$ cat src/rtl/fp_round_unit.sv
// Rounding back end for binary32 results: applies the RISC-V rounding mode to a
// truncated float plus guard/round/sticky bits, over a two-stage valid/ready pipeline.
module fp_round_unit #(
  parameter logic [31:0] CANO_NAN = 32'h7FC00000
) (
  input  logic        clk_i,
  input  logic        rst_i,
  input  logic        valid_i,
  output logic        ready_o,
  input  logic [31:0] operand_i,
  input  logic [2:0]  grs_i,
  input  logic [2:0]  rm_i,
  input  logic        invalid_i,
  input  logic        divzero_i,
  input  logic        overflow_i,
  input  logic        underflow_i,
  output logic        valid_o,
  input  logic        ready_i,
  output logic [31:0] result_o,
  output logic [4:0]  fflags_o
);

  localparam logic [2:0] RM_RNE = 3'b000;
  localparam logic [2:0] RM_RTZ = 3'b001;
  localparam logic [2:0] RM_RDN = 3'b010;
  localparam logic [2:0] RM_RUP = 3'b011;
  localparam logic [2:0] RM_RMM = 3'b100;

  // ---------------------------------------------------------------------------
  // Handshake
  // ---------------------------------------------------------------------------
  logic s1_valid_q, s1_valid_d;
  logic s2_valid_q, s2_valid_d;
  logic s1_advance;
  logic in_fire;

  assign s1_advance = !s2_valid_q || ready_i;
  assign ready_o    = !s1_valid_q || s1_advance;
  assign in_fire    = valid_i && ready_o;
  assign valid_o    = s2_valid_q;

  // ---------------------------------------------------------------------------
  // Stage 1: classify the operand and decide the increment
  // ---------------------------------------------------------------------------
  logic       in_sign;
  logic [7:0] in_exp;
  logic       in_lsb;
  logic       in_special;
  logic       in_inexact;
  logic       in_illegal;
  logic       in_inc;

  assign in_sign    = operand_i[31];
  assign in_exp     = operand_i[30:23];
  assign in_lsb     = operand_i[0];
  assign in_special = (in_exp == 8'hFF);
  assign in_inexact = |grs_i;
  assign in_illegal = (rm_i > RM_RMM);

  always_comb begin
    in_inc = 1'b0;
    unique case (rm_i)
      RM_RNE:  in_inc = grs_i[2] && (grs_i[1] || grs_i[0] || in_lsb);
      RM_RTZ:  in_inc = 1'b0;
      RM_RDN:  in_inc = in_sign && in_inexact;
      RM_RUP:  in_inc = !in_sign && in_inexact;
      RM_RMM:  in_inc = grs_i[2];
      default: in_inc = 1'b0;
    endcase
    // Infinities and NaNs are never rounded.
    if (in_special) begin
      in_inc = 1'b0;
    end
  end

  logic [31:0] s1_operand_q, s1_operand_d;
  logic        s1_inc_q, s1_inc_d;
  logic        s1_inexact_q, s1_inexact_d;
  logic        s1_special_q, s1_special_d;
  logic        s1_illegal_q, s1_illegal_d;
  logic [3:0]  s1_flags_q, s1_flags_d;

  always_comb begin
    s1_valid_d   = s1_valid_q;
    s1_operand_d = s1_operand_q;
    s1_inc_d     = s1_inc_q;
    s1_inexact_d = s1_inexact_q;
    s1_special_d = s1_special_q;
    s1_illegal_d = s1_illegal_q;
    s1_flags_d   = s1_flags_q;
    if (in_fire) begin
      s1_valid_d   = 1'b1;
      s1_operand_d = operand_i;
      s1_inc_d     = in_inc;
      s1_inexact_d = in_inexact && !in_special;
      s1_special_d = in_special;
      s1_illegal_d = in_illegal;
      s1_flags_d   = {invalid_i, divzero_i, overflow_i, underflow_i};
    end else if (s1_advance) begin
      s1_valid_d = 1'b0;
    end
  end

  always_ff @(posedge clk_i) begin
    if (rst_i) begin
      s1_valid_q   <= 1'b0;
      s1_operand_q <= 32'h0;
      s1_inc_q     <= 1'b0;
      s1_inexact_q <= 1'b0;
      s1_special_q <= 1'b0;
      s1_illegal_q <= 1'b0;
      s1_flags_q   <= 4'h0;
    end else begin
      s1_valid_q   <= s1_valid_d;
      s1_operand_q <= s1_operand_d;
      s1_inc_q     <= s1_inc_d;
      s1_inexact_q <= s1_inexact_d;
      s1_special_q <= s1_special_d;
      s1_illegal_q <= s1_illegal_d;
      s1_flags_q   <= s1_flags_d;
    end
  end

  // ---------------------------------------------------------------------------
  // Stage 2: apply the increment, resolve carry and overflow, build flags
  // ---------------------------------------------------------------------------
  logic        s1_sign;
  logic [7:0]  s1_exp;
  logic [22:0] s1_mant;
  logic [23:0] mant_sum;
  logic        mant_carry;
  logic [7:0]  exp_rnd;
  logic        carry_ovf;
  logic [31:0] rnd_result;
  logic [4:0]  rnd_flags;
  logic        flag_of;

  assign s1_sign    = s1_operand_q[31];
  assign s1_exp     = s1_operand_q[30:23];
  assign s1_mant    = s1_operand_q[22:0];
  assign mant_sum   = {1'b0, s1_mant} + {23'h0, s1_inc_q};
  assign mant_carry = mant_sum[23];
  // Special operands never carry, so exp_rnd cannot wrap past 8'hFF.
  assign exp_rnd    = s1_exp + {7'h0, mant_carry};
  assign carry_ovf  = mant_carry && (exp_rnd == 8'hFF);
  assign flag_of    = s1_flags_q[1] || carry_ovf;

  always_comb begin
    rnd_result = {s1_sign, exp_rnd, mant_sum[22:0]};
    rnd_flags  = 5'h0;
    if (s1_illegal_q) begin
      rnd_result = CANO_NAN;
      rnd_flags  = 5'b10000;
    end else begin
      if (s1_special_q) begin
        rnd_result = s1_operand_q;
      end else if (carry_ovf) begin
        rnd_result = {s1_sign, 8'hFF, 23'h0};
      end
      // Underflow keys off the input exponent so a subnormal that carries into
      // the smallest normal still reports UF when it was inexact.
      rnd_flags[4] = s1_flags_q[3];
      rnd_flags[3] = s1_flags_q[2];
      rnd_flags[2] = flag_of;
      rnd_flags[1] = s1_flags_q[0] || ((s1_exp == 8'h00) && s1_inexact_q);
      rnd_flags[0] = s1_inexact_q || flag_of;
    end
  end

  logic [31:0] result_q, result_d;
  logic [4:0]  fflags_q, fflags_d;

  always_comb begin
    s2_valid_d = s2_valid_q;
    result_d   = result_q;
    fflags_d   = fflags_q;
    if (s1_advance) begin
      s2_valid_d = s1_valid_q;
      if (s1_valid_q) begin
        result_d = rnd_result;
        fflags_d = rnd_flags;
      end
    end
  end

  always_ff @(posedge clk_i) begin
    if (rst_i) begin
      s2_valid_q <= 1'b0;
      result_q   <= 32'h0;
      fflags_q   <= 5'h0;
    end else begin
      s2_valid_q <= s2_valid_d;
      result_q   <= result_d;
      fflags_q   <= fflags_d;
    end
  end

  assign result_o = result_q;
  assign fflags_o = fflags_q;

endmodule

$ cat config.mk
export PLATFORM = sky130hd
export DESIGN_NAME = fp_round_unit
export DESIGN_NICKNAME = d
export VERILOG_FILES = /design/src/rtl/fp_round_unit.sv
export SDC_FILE = /design/constraint.sdc
export NUM_CORES = 1
export LEC_CHECK = 0
export CAP_MARGIN = 20
export CORE_AREA = 5 5 91 93
export CTS_CLUSTER_DIAMETER = 150
export CTS_CLUSTER_SIZE = 40
export DETAILED_ROUTE_END_ITERATION = 16
export DIE_AREA = 0 0 96 98
export GPL_ROUTABILITY_DRIVEN = 0
export GPL_TIMING_DRIVEN = 1
export PLACE_DENSITY = 0.79
export SKIP_CTS_REPAIR_TIMING = 1
export SYNTH_ARGS = -nofsm -noshare
export SYNTH_HDL_FRONTEND = slang
export SYNTH_SLANG_ARGS = --single-unit
$ cat constraint.sdc
create_clock -name clk_i -period 3.5 [get_ports clk_i]
set_clock_uncertainty 0.2 [all_clocks]
set_input_delay 0.7 -clock clk_i [delete_from_list [all_inputs] [get_ports clk_i]]
set_output_delay 0.7 -clock clk_i [all_outputs]
set_load 0.05 [all_outputs]
; ---- Word level (Yosys, flattened, before mapping)
; Cells that the tools add are included.
[totals]
reg_bits = 79
input_bits = 46
out_inout_bits = 39
[classes]
eq_ne = 5
n_lt_le_gt_ge = 1
mux = 8
n_reduce_logical = 23
addsub = 2
[op_table]
columns = op, count
row1 = $mux W31, 2
row2 = $mux W32, 1
row3 = $add A23 B1 Y24, 1
row4 = $eq A8 B8 Y1 const B, 2
row5 = $add A8 B1 Y8, 1
row6 = $logic_not A8 Y1, 1
row7 = $logic_and A1 B1 Y1, 7
row8 = $logic_or A1 B1 Y1, 7
row9 = $eq A3 B2 Y1 const B, 2
row10 = $mux W5, 1
row11 = $logic_not A1 Y1, 4
row12 = $pmux W1 S4, 1
row13 = $eq A3 B3 Y1 const B, 1
row14 = $gt A3 B3 Y1 const B, 1
row15 = $logic_not A3 Y1, 1
row16 = $mux W1, 3
row17 = $reduce_or A3 Y1, 1
row18 = $reduce_and A2 Y1, 1
row19 = $reduce_bool A2 Y1, 1

; ---- Depth between registers and ports, before layout
[logic_depth]
word_depth = 7
ltp_mapped = 12
mapped_depth_nobuf = 11

; ---- Worst setup path after synthesis
; No wires, ideal clock.
[synth_path]
kind = flip-flop to flip-flop
startpoint = register s1_operand_q[0]
endpoint = register result_q[10], in the netlist result_o[10]
required_ns = 3.185
synth_period_minus_slack_ns = 2.716
path_buffers = 1
stages_incl_launch_ff = 13
path_slack_ns = 0.784
arrival_ns = 2.401
path_cell_list = dfxtp_1 -> ha_1 -> nand4_1 -> nor4_4 -> and2_2 -> ha_1 -> ha_1 -> or2b_2 -> a21oi_1 -> o2111ai_4 -> o21ai_2 -> buf_6 -> o21ai_2
[synth_between]
elab_chain_len = 7
[synth_lines]
columns = element, line
row1 = "start, declared", 76  ; logic [31:0] s1_operand_q, s1_operand_d;
row2 = "start signal, assigned", 115  ; s1_operand_q <= s1_operand_d;
row3 = $add A23 B1 Y24 (*), 141  ; assign mant_sum = {1'b0, s1_mant} + {23'h0, s1_inc_q};
row4 = $add A8 B1 Y8, 144  ; assign exp_rnd = s1_exp + {7'h0, mant_carry};
row5 = $eq A8 B8 Y1, 145  ; assign carry_ovf = mant_carry && (exp_rnd == 8'hFF);
row6 = $logic_and A1 B1 Y1, 145
row7 = $mux W31 (*), 157  ; end else if (carry_ovf) begin
row8 = $mux W31 (*), 155  ; if (s1_special_q) begin
row9 = $mux W32 (*), 151  ; if (s1_illegal_q) begin
row10 = "end signal, assigned", 193  ; result_q <= result_d;
row11 = "end, declared", 170  ; logic [31:0] result_q, result_d;
; Every way passes the cells marked *; elsewhere a longest branch is shown, timed or not.
; A chain may end at the register's enable or synchronous reset.

; ---- Worst setup path in the final report
[layout_path]
startpoint = register s1_operand_q[0]
endpoint = register result_q[15], in the netlist result_o[15]
; The elaborated chain is that of the path after synthesis.

==> flow_summary.ini <==
[route]
ant_nets = 0
viasPerCell = 5.22
firstDrtPassIters = 4
wl_per_cell_um = 14.2
drt_iter0_markers = 151
drc = 0
vias = 3201
totalWireLength_mm = 8.70

[sta]
min_period_ps = 3160
tightestPinTransition_ps = 600
report.final.setup_viol = 0
slew_headroom = 0.600
fmaxAchievable_mhz = 317
hold_viol_final = 0
finalMaxSlewViolations = 0
setup_tns_ps = 0
rsz0062_at_grt = no
finalWorstSetupSlack_ps = 345
finalCritPeriodShare = 0.901

[logic_synthesis]
synth_seq_cells = 79
synth_top_area_cell = dfxtp_1
yosysUniqueCellTypes = 49
synth_ff_type = dfxtp_1
yosys-top-cells-area = dfxtp_1 (44%), nand2_1 (12%), a21oi_1 (6.5%), o21ai_2 (5.2%), xor2_1 (4.2%)
synth_cells = 429
synth.most_common_cell = nand2_1
synth_edf_count = 0
syn-cell-area_sq_mm = 0.00356
ys_async_sr_fraction = 0
syn_area_per_cell_sq_um = 8.31
synthTopCellsByCount = nand2_1 (116), dfxtp_1 (79), a21oi_1 (46), nor2_1 (23), o21ai_2 (21)
yosysWarnings = 0
synth_nets = 479
yosys.area.top_type_share = 0.444
synth_compound_area_frac = 0.170
synthMuxAreaShare = 0
synth_top_family_by_area = simple AND/OR/NAND/NOR gates
yosys.area_share.simple = 0.273
synthXorXnorAreaFrac = 0.0639
yosysSeqAreaShare = 0.444
synthAdderAreaFrac = 0.0140

[pwr]
p_leak_nw = 1.67
peakVddDrop_v = 0.000506
p_per_area_mw_per_mm2 = 440

[finish]
fin_util = 0.631
diodes = 0
drive_above_1_share = 0.102
area_growth_syn_to_layout_pct = 31.8
nNetsFinal = 556

[clock_tree]
cts_tree = yes
clkTransAtPathRegs_ps = 80
ctsRootBufferMaster = clkbuf_8
cts_buffer_depth = 2
cts_sinks = 79
clock_latency_ps = 350
htree_levels = 3
cts_made_buffers = 9

[placed_design]
place_ws_ps = 393
portBuffers = 84
dp_hpwl_mm = 6.31

[setup_path]
start_kind = flip-flop
cp_max_fo = 20
rr_worst_depth = 12
worstPathArrival_ps = 3190
criticalPathCategory = reg -> reg
required_ps = 3530
crit_path_end_kind = flip-flop

[floorplanning]
pin_count = 85
core_sq_mm = 0.00745
die_w_um = 96
dieArea_sq_mm = 0.00941
rows = 32
die_height_um = 98
initial_core_util = 0.478

[grt]
first_global_vias = 3162
grt_overflow_total = 0
track_usage = 0.199
grt_max_degree = 39
antenna_found_initial = 0
grt_pass1_wl_mm = 14.9

[status]
status = finished, final reports clean

[worst_hold_path]
hold_depth = 2
min_path_type = reg -> reg

[flow_run]
maxCapViolCount = 0
final timing paths:
kind                                      start            to  slack, ps
worst max-delay path            s1_operand_q[0]  result_o[15]        340
worst min-delay path                result_o[9]   result_o[9]        260
worst max register to register  s1_operand_q[0]  result_o[15]        340
worst min register to register      result_o[9]   result_o[9]        260
logic make-up after synthesis:
logic type                 count (synthesis)
buffers and inverters                     27
AOI/OAI and AO/OA                         90
adders and majority gates                  4
DFF                                       79
and+or+nand+nor                          203
xor gates and xnor gates                  26
metal layers:
| metal | wire (um) | GRT usage |
|---|---|---|
| met1 | 3740 | 0.252 |
| met2 | 4310 | 0.325 |
| met3 | 564 | 0.0632 |
| met4 | 93 | 0.0492 |
| met5 | 0 | 0 |
sequential cells by signal, summed over array words and instances, names as in the netlist:
register	count
s1_illegal_q	1
s1_valid_q	1
valid_o	1
s1_inexact_q	1
s1_flags_q	4
s1_operand_q	32
s1_special_q	1
s1_inc_q	1
result_o	32
fflags_o	5
placed cells by master, fill, tap and decap left out, drive strengths merged, types with 2 or more instances in the layout:
| master | instances |
|---|---|
| dfxtp | 79 |
| a311oi | 2 |
| a211oi | 3 |
| nor2b | 3 |
| nand4 | 11 |
| a2111oi | 2 |
| xnor2 | 9 |
| bufinv | 3 |
| ha | 4 |
| nor3 | 9 |
| nand3 | 10 |
| and3 | 2 |
| clkdlybuf4s50 | 83 |
| nor2 | 23 |
| clkbuf | 10 |
| a21oi | 46 |
| nor4 | 5 |
| nand3b | 5 |
| nand2 | 116 |
| inv | 2 |
| xor2 | 17 |
| nand2b | 3 |
| or3 | 2 |
| and2 | 4 |
| o21ai | 24 |
| and4 | 2 |
| nand4b | 4 |
| o22ai | 2 |
| clkinv | 3 |
| buf | 8 |
| a31oi | 2 |
through the flow:
step	cells	instance area [sq um]	hold slack [ps]	power, mW
6_report	613	4700	255	2.07
5_1_grt	613	4700	280	2.15
4_1_cts	613	4700	258	2.08
3_5_place_dp	597	4460	241	1.29
3_3_place_gp	597	4460	237	1.28
2_1_floorplan	429	3560	233	1.17
power by group:
group	switching [mW]	internal (mW)
clock network	0.324	0.473
logic	0.161	0.122
registers	0.0464	0.942
total	0.531	1.54
final cells by class:
cell class                 instances  area, sq um
clock buffer                      10          128
clock inverter                     6          109
fill                             655         2750
inverter                           2         7.51
multi-input combinational        323         1850
sequential                        79         1580
tap                              102          128
timing repair buffer              91          888
worst max-delay path, stage by stage (launching register included):
cell,delay (ps)
dfxtp_1,360
ha_1,210
nand4_1,160
nor4_4,370
and2_2,200
ha_1,210
ha_1,250
nand2_1,80
nor2_1,200
o2111ai_4,210
o21ai_2,150
buf_4,340
o21ai_2,110
No activity file was read; power rests on OpenSTA's default activity.
